[config.mk]
export PLATFORM = sky130hd
export DESIGN_NAME = indirect_fetch_unit
export DESIGN_NICKNAME = d
export VERILOG_FILES = /design/src/rtl/memory_utils_pkg.sv /design/src/rtl/fetch_timeout_counter.sv /design/src/rtl/indirect_fetch_unit.sv
export SDC_FILE = /design/constraint.sdc
export NUM_CORES = 1
export LEC_CHECK = 0
export CORE_ASPECT_RATIO = 0.9
export CORE_MARGIN = 1.5
export CORE_UTILIZATION = 42
export CTS_CLUSTER_DIAMETER = 50
export CTS_CLUSTER_SIZE = 16
export DETAILED_ROUTE_END_ITERATION = 10
export PLACE_DENSITY = 0.73
export SLEW_MARGIN = 15
export SYNTH_ARGS = -nofsm -noshare
export SYNTH_HDL_FRONTEND = slang
export SYNTH_SLANG_ARGS = --single-unit
[constraint.sdc]
create_clock -name clk -period 4.3 [get_ports clk]
set_input_delay 0.43 -clock clk [delete_from_list [all_inputs] [get_ports clk]]
set_output_delay 0.43 -clock clk [all_outputs]
set_load 0.02 [all_outputs]
[src/rtl/memory_utils_pkg.sv]
// Shared memory-side types: word type, read-type encodings, request opcodes and the
// auto-index address window used by indirect (DEFER) fetches.
package memory_utils;

  localparam int unsigned WordW = 12;
  typedef logic [WordW-1:0] word_t;

  localparam logic DataRead  = 1'b0;
  localparam logic InstrRead = 1'b1;

  typedef enum logic [1:0] {
    OpData  = 2'd0,
    OpInstr = 2'd1,
    OpWrite = 2'd2,
    OpDefer = 2'd3
  } req_op_e;

  localparam word_t AutoIdxLo = 12'o0010;
  localparam word_t AutoIdxHi = 12'o0017;

  function automatic logic is_autoindex(word_t addr);
    return (addr >= AutoIdxLo) && (addr <= AutoIdxHi);
  endfunction

endpackage

[src/rtl/fetch_timeout_counter.sv]
// Per-operation wait counter: cleared on entry to a wait state, counts wait cycles and
// flags the last permitted cycle so the FSM can give up on the following edge.
module fetch_timeout_counter #(
  parameter int unsigned Limit = 16
) (
  input  logic clk_i,
  input  logic rst_ni,
  input  logic clear_i,
  input  logic en_i,
  output logic expired_o
);

  localparam int unsigned CntW = $clog2(Limit + 1);

  logic [CntW-1:0] cnt_q, cnt_d;

  // Expired during the Limit-th wait cycle, so the exit edge is exactly Limit cycles in.
  assign expired_o = (cnt_q == CntW'(Limit - 1));

  always_comb begin
    cnt_d = cnt_q;
    if (clear_i) begin
      cnt_d = '0;
    end else if (en_i && !expired_o) begin
      cnt_d = cnt_q + 1'b1;
    end
  end

  always_ff @(posedge clk_i or negedge rst_ni) begin
    if (!rst_ni) begin
      cnt_q <= '0;
    end else begin
      cnt_q <= cnt_d;
    end
  end

endmodule

[src/rtl/indirect_fetch_unit.sv]
// CPU-side fetch unit: performs data/instruction reads, writes and indirect (DEFER)
// effective-address fetches with auto-increment, each memory wait bounded by a timeout.
module indirect_fetch_unit
  import memory_utils::*;
#(
  parameter int unsigned TIMEOUT_CYCLES = 16
) (
  input  logic              clk,
  input  logic              reset_n,
  input  logic              req_valid,
  input  logic [1:0]        req_op,
  input  logic [WordW-1:0]  req_addr,
  input  logic [WordW-1:0]  req_wdata,
  output logic              req_ready,
  output logic              rsp_valid,
  output logic [WordW-1:0]  rsp_data,
  output logic              rsp_error,
  output logic [WordW-1:0]  mem_address,
  output logic [WordW-1:0]  mem_write_data,
  output logic              mem_read_enable,
  output logic              mem_read_type,
  output logic              mem_write_enable,
  input  logic [WordW-1:0]  mem_read_data,
  input  logic              mem_operation_done
);

  typedef enum logic [2:0] {
    StIdle,
    StRdIssue,
    StRdWait,
    StWrIssue,
    StWrWait,
    StResp
  } state_e;

  state_e  state_q, state_d;
  req_op_e op_q, op_d;
  word_t   maddr_q, maddr_d;
  word_t   mwdata_q, mwdata_d;
  word_t   rsp_data_q, rsp_data_d;
  logic    rsp_error_q, rsp_error_d;
  logic    tmo_clear, tmo_en, tmo_expired;

  fetch_timeout_counter #(
    .Limit(TIMEOUT_CYCLES)
  ) u_timeout (
    .clk_i    (clk),
    .rst_ni   (reset_n),
    .clear_i  (tmo_clear),
    .en_i     (tmo_en),
    .expired_o(tmo_expired)
  );

  always_comb begin
    state_d     = state_q;
    op_d        = op_q;
    maddr_d     = maddr_q;
    mwdata_d    = mwdata_q;
    rsp_data_d  = rsp_data_q;
    rsp_error_d = rsp_error_q;
    tmo_clear   = 1'b0;
    tmo_en      = 1'b0;

    unique case (state_q)
      StIdle: begin
        if (req_valid) begin
          op_d     = req_op_e'(req_op);
          maddr_d  = req_addr;
          mwdata_d = (req_op_e'(req_op) == OpWrite) ? req_wdata : '0;
          state_d  = (req_op_e'(req_op) == OpWrite) ? StWrIssue : StRdIssue;
        end
      end
      StRdIssue: begin
        tmo_clear = 1'b1;
        state_d   = StRdWait;
      end
      StRdWait: begin
        tmo_en = 1'b1;
        if (mem_operation_done) begin
          if (op_q == OpDefer && is_autoindex(maddr_q)) begin
            // Incremented pointer is both the write-back value and the effective address.
            mwdata_d = mem_read_data + 1'b1;
            state_d  = StWrIssue;
          end else begin
            rsp_data_d  = mem_read_data;
            rsp_error_d = 1'b0;
            state_d     = StResp;
          end
        end else if (tmo_expired) begin
          rsp_data_d  = '0;
          rsp_error_d = 1'b1;
          state_d     = StResp;
        end
      end
      StWrIssue: begin
        tmo_clear = 1'b1;
        state_d   = StWrWait;
      end
      StWrWait: begin
        tmo_en = 1'b1;
        if (mem_operation_done) begin
          rsp_data_d  = (op_q == OpDefer) ? mwdata_q : '0;
          rsp_error_d = 1'b0;
          state_d     = StResp;
        end else if (tmo_expired) begin
          rsp_data_d  = '0;
          rsp_error_d = 1'b1;
          state_d     = StResp;
        end
      end
      StResp: begin
        state_d = StIdle;
      end
      default: begin
        state_d = StIdle;
      end
    endcase
  end

  always_ff @(posedge clk or negedge reset_n) begin
    if (!reset_n) begin
      state_q     <= StIdle;
      op_q        <= OpData;
      maddr_q     <= '0;
      mwdata_q    <= '0;
      rsp_data_q  <= '0;
      rsp_error_q <= 1'b0;
    end else begin
      state_q     <= state_d;
      op_q        <= op_d;
      maddr_q     <= maddr_d;
      mwdata_q    <= mwdata_d;
      rsp_data_q  <= rsp_data_d;
      rsp_error_q <= rsp_error_d;
    end
  end

  assign req_ready        = (state_q == StIdle);
  assign rsp_valid        = (state_q == StResp);
  assign rsp_data         = rsp_data_q;
  assign rsp_error        = rsp_error_q;
  assign mem_address      = maddr_q;
  assign mem_write_data   = mwdata_q;
  assign mem_read_enable  = (state_q == StRdIssue);
  assign mem_write_enable = (state_q == StWrIssue);
  assign mem_read_type    = (op_q == OpInstr) ? InstrRead : DataRead;

endmodule

==> impl_metrics.ini, run 1 <==
[place]
place_area_sq_um = 3578
io_buffers = 83
dp.cells = 452
dp_hpwl_um = 5622
gp_congestion = 1.012

[worst_setup_path]
end_kind = flop
arrival_ns = 2.79
reg2reg_slack_ns = 1.81
cp.required_ns = 4.54
crit_fanout = 16
critPathLaunchType = input port
crit_type = input port to flop

[cts]
ctsResizeCount = 0
numCtsBuffers = 5
root_buffer = clkbuf_8
clk_transition_reported_paths_ns = 0.09
clock_sinks = 47
cts-htree-levels = 2
hold_buffers = 0
tritoncts = yes
cts_setup_buffers = 0
clockBufferDepth = 2
insertion_delay_ns = 0.30

[power_and_ir_drop]
power_switching_mw = 1.094
pwr-share-seq = 0.370
ir_worst_vdd_mv = 0.4034
cellLeakagePower_nw = 1.475
comb_power_share = 0.520
intPower_mw = 1.386
pwr-share-clk = 0.110
p_sw_frac = 0.4411
power.density_nw_per_um2 = 675.9

[logic_synthesis]
yosysMostFrequentCell = nand2_1
yosys_register_bits = 47
synth.lib_cells_used.distinct = 50
yosysWarnings = 0
async_reset_ff_frac = 1.000
synth-edff-count = 0
synth_cells = 303
synth_common_cells = nand2_1, dfrtp_1, nand3_1
ys_seq_area_frac = 0.4290
synth_area_sq_um = 2741
synth_flop_cell = dfrtp_1
synth_top_area_cell = dfrtp_1
synthTopCellsByArea = dfrtp_1, nand2_1, nand3_1, o221a_1, nand4_1
syn_nets = 348
avgSynthCellArea_sq_um = 9.047
synth_top_area_share = 0.4290

[final_layout]
fin_area_sq_um = 3670
fin_nets = 417
fillers = 569
layoutNonFillerInstCount = 460
layout-drive-gt1-share = 0.06971
syn2layout_area_growth_pct = 33.87
diodes = 0

[timing]
drv_slew = 0
worst_slew_pin_slew_ns = 0.9606
fin_crit_sh = 0.5937
clock.fmax_ghz = 0.3917
period_needed_ns = 2.553
rsz0062_at_grt = false
finalSetupViolations = 0
max_slew_margin = 0.3568
setup_tns_ns = 0
hold_violations = 0
fin_skew_ns = 0.008522

[detailed_routing]
wl_um = 7726
drtIter0Drc = 328
route.detailed.drc = 0
ant_nets = 0
vias = 2620
first_pass_iters = 5
vias_per_cell = 5.696
wl_per_cell_um = 16.80

[status]
status = completed

[floorplan]
pin_count = 84
die_y_um = 79.65
core_area_sq_um = 6216
dieArea_sq_um = 7022
rows = 27
initial_utilization = 0.4410
dieWidth_um = 88.16

[global_routing]
antenna_found_initial = 0
grt_util_met1 = 0.3421
overflow = 0
grt_first_pass_wirelength_um = 12440
grt_start_max_net_pins = 48
grt_pass1_vias = 2406
grt-busiest-layer = met1
met3_usage = 0.04654
use_met2 = 0.3321
grtUsageTotal = 0.2300

[min_path]
hold_class = input port to asynchronous set/reset pin

[flow_run]
drv_cap = 0
-- per-layer routing --
layer,share of wire,vias to the layer above
met5,0,-
met4,0.019,0
met3,0.058,18
met2,0.45,113
met1,0.47,1231
li1,-,1258
-- critical path, stage by stage --
cell,delay (ns)
clkdlybuf4s50_1,0.81
and4_1,0.40
a31oi_4,0.12
o21ai_1,0.69
o221a_2,0.33
-- per-stage QoR --
stage               utilization  power [mW]  hold WS (ns)  worst slack [ns]
floorplan                     -       1.663        0.1344             2.189
global placement         0.5757       2.189        0.4595             1.566
detailed placement       0.5757       2.215        0.4614             1.488
CTS                      0.5900       2.487        0.3453             1.803
global route             0.5904       2.645        0.1641             1.621
finish                   0.5904       2.481        0.1189             1.747
-- placed cells by master, fill, tap and decap left out, types with 3 or more instances in the layout --
cell type / count
a31oi_1: 7
and4_1: 3
clkbuf_8: 5
clkdlybuf4s50_1: 82
dfrtp_1: 47
ha_1: 3
inv_1: 5
mux2_1: 3
mux2_2: 5
nand2_1: 67
nand2b_1: 3
nand3_1: 25
nand4_1: 17
nor2_1: 7
nor2b_1: 5
nor3_1: 13
nor4_1: 3
o21a_1: 3
o21ai_0: 16
o221a_1: 10
-- sequential cells by signal (all words and copies together), names as in the netlist --
register,flops
rsp_error,1
u_timeout.cnt_q,5
mem_address,12
mem_write_data,12
op_q,2
rsp_data,12
state_q,3
-- power groups by stage --
stage / sequential, mW / clock [mW] / combinational (mW)
after floorplan: 1.00 / 0 / 0.659
after global placement: 0.918 / 0 / 1.27
after detailed placement: 0.921 / 0 / 1.29
after CTS: 0.914 / 0.277 / 1.30
after global routing: 0.949 / 0.294 / 1.40
final: 0.918 / 0.272 / 1.29
-- path summary, 6_finish.rpt --
kind	from	endpoint	cells after the start
max	mem_operation_done	rsp_data[1]	5
min	reset_n	mem_write_data[3]	1
max reg2reg	state_q[1]	rsp_data[1]	4
min reg2reg	mem_address[1]	mem_address[1]	2
max in group asynchronous	reset_n	rsp_data[6]	1
min in group clk	mem_address[1]	mem_address[1]	2
-- layout make-up --
type | count | area, sq um | share of cell area
Clock buffer | 6 | 72.57 | 0.01977
Timing Repair Buffer | 84 | 835.8 | 0.2278
Sequential cell | 47 | 1176 | 0.3205
Inverter | 5 | 18.77 | 0.005114
Clock inverter | 2 | 16.27 | 0.004432
Tap cell | 87 | 108.9 | 0.02966
Multi-Input combinational cell | 229 | 1441 | 0.3928
-- cell families after synthesis --
family                     after synthesis  synth area share
AOI/OAI and AO/OA                       57            0.1657
xor gates and xnor gates                 4           0.01278
adders and majority gates                3           0.01369
buffers and inverters                   27           0.04747
DFF                                     47            0.4290
muxes                                   10           0.04016
and+or+nand+nor                        155            0.2912
Power figures use the tool's default switching activity.
==> run 2, diff against run 1 <==
==> constraint.sdc (replaced) <==
create_clock -name clk -period 2.47 [get_ports clk]
set_input_delay 0.247 -clock clk [delete_from_list [all_inputs] [get_ports clk]]
set_output_delay 0.247 -clock clk [all_outputs]
set_load 0.02 [all_outputs]
==> run 2 against run 1 <==
Final cell count is 3.5% higher. Total power is 80% higher. Sequential power is 58% higher. Clock power is 84% higher. Register-to-register slack worse by 1.5 ns. Die area stayed put. Non-clock buffer count is 16 higher. Sequential share of layout area is 1.1 points lower. Flip-flop and latch count stayed put. Via count is 2.4% higher. Global-route usage is 0.89 points higher. Hold slack better by 0.29 ns. Critical path type is now flop to output port. Highest routed layer unchanged.
==> impl_metrics.ini, run 2 (same netlist as run 1, synthesis figures left out) <==
[worst_setup_path]
reg2reg_slack_ns = 0.36
rr_endpoint = state_q[1]
arrival_ns = 1.89
crit_path_max_incr_delay_ns = 0.60
crit_type = flop to output port
end_kind = output port
crit_fanout = 12
critPathLaunchType = flop
r2r_start = u_timeout.cnt_q[0]
r2r_cells = 6
cp.required_ns = 2.22
cpMaxStageDelayCell = clkdlybuf4s50_1
worstPathCellList = buf_4, inv_1, and3_1, clkdlybuf4s50_1

[floorplan]
pin_count = 84
die_y_um = 79.65
dieArea_sq_um = 7022
initial_utilization = 0.4410
core_area_sq_um = 6216
rows = 27
dieWidth_um = 88.16

[flow_run]
drv_cap = 0

[cts]
root_buffer = clkbuf_8
ctsResizeCount = 0
insertion_delay_ns = 0.30
numCtsBuffers = 5
cts-htree-levels = 2
cts_setup_buffers = 0
clockBufferDepth = 2
tritoncts = yes
clock_sinks = 47
clk_transition_reported_paths_ns = 0.09

[global_routing]
overflow = 0
grt-busiest-layer = met2
antenna_found_initial = 0
grt_pass1_vias = 2547
grt_start_max_net_pins = 31
met3_usage = 0.04654
grt_util_met1 = 0.3445
use_met2 = 0.3672
grtUsageTotal = 0.2389
grt_first_pass_wirelength_um = 12950

[detailed_routing]
ant_nets = 0
route.detailed.drc = 0
drtIter0Drc = 206
first_pass_iters = 5
wl_um = 7891
vias_per_cell = 5.634
wl_per_cell_um = 16.58
vias = 2682

[timing]
hold_violations = 0
clock.fmax_ghz = 0.4688
worst_slew_pin_slew_ns = 0.7575
setup_tns_ns = 0
fin_skew_ns = 0.007080
drv_slew = 0
finalSetupViolations = 0
rsz0062_at_grt = false
fin_crit_sh = 0.8637
max_slew_margin = 0.4931
period_needed_ns = 2.133

[final_layout]
final_common_cell = clkdlybuf4s50_1
diodes = 0
final_cell_mix = clkdlybuf4s50_1, nand2_1, dfrtp_1
syn2layout_area_growth_pct = 38.61
fillers = 560
layout-drive-gt1-share = 0.1080
fin_nets = 433

[place]
gp_congestion = 0.9352
io_buffers = 83
dp_hpwl_um = 5843

[power_and_ir_drop]
ir_worst_vdd_mv = 0.6096
cellLeakagePower_nw = 1.557
power.density_nw_per_um2 = 1175
finalPower_mw = 4.466

[status]
status = completed

[min_path]
hold_class = input port to asynchronous set/reset pin
[run 2: cell types whose count changed in the layout (fill, tap and decap cells not counted), sizes merged]
cell,previous run,this run
clkinv,0,1
dlygate4sd3,0,1
buf,2,17
inv,6,5
[run 2: cell type report]
class | instances | area (sq um) | area share
Sequential cell | 47 | 1176 | 0.3095
Clock buffer | 6 | 82.58 | 0.02173
Clock inverter | 2 | 16.27 | 0.004281
Timing Repair Buffer | 100 | 955.9 | 0.2516
Multi-Input combinational cell | 229 | 1441 | 0.3793
Tap cell | 87 | 108.9 | 0.02865
Inverter | 5 | 18.77 | 0.004939
[run 2: where the power goes]
part	switching, mW	internal (mW)	leakage [nW]
Sequential	0.322	1.12	0.574
Clock	0.272	0.229	0.0474
Combinational	1.34	1.18	0.936
Total	1.94	2.53	1.56
[run 2: critical path: cells and delay by family (launching register included)]
kind | cells | cell delay [ns]
DFF | 1 | 0.42
and+or+nand+nor | 1 | 0.19
buffers and inverters | 3 | 0.97
[run 2: what timing repair did]
action	CTS	global route
hold endpoints to repair	17	0
hold buffers	1	0
setup endpoints to repair	0	0
[run 2: metal layers]
metal,up-vias,share of wire
met3,8,0.066
met4,0,0.0095
met1,1269,0.45
met5,-,0
li1,1292,-
met2,113,0.48
[run 2: how the worst max path moves through the flow]
stage                             from                 to
floorplan                   state_q[2]  mem_write_data[8]
global placement      mem_read_data[0]  mem_write_data[8]
detailed placement  mem_operation_done        rsp_data[7]
CTS                         state_q[2]   mem_write_enable
global route            mem_address[7]        rsp_data[1]
finish                      state_q[2]   mem_write_enable
[run 2: per-stage QoR]
stage / cell area, sq um / utilization / hold slack [ns] / setup slack, ns / cells
after floorplan: 2741 / - / -0.04859 / 0.3588 / 303
after global routing: 3800 / 0.6113 / 0.4506 / 0.1697 / 476
after CTS: 3800 / 0.6113 / 0.4140 / 0.3451 / 476
final: 3800 / 0.6113 / 0.4130 / 0.3368 / 476
after global placement: 3691 / 0.5938 / 0.1950 / 0.3860 / 467
after detailed placement: 3691 / 0.5938 / 0.2014 / 0.3264 / 467
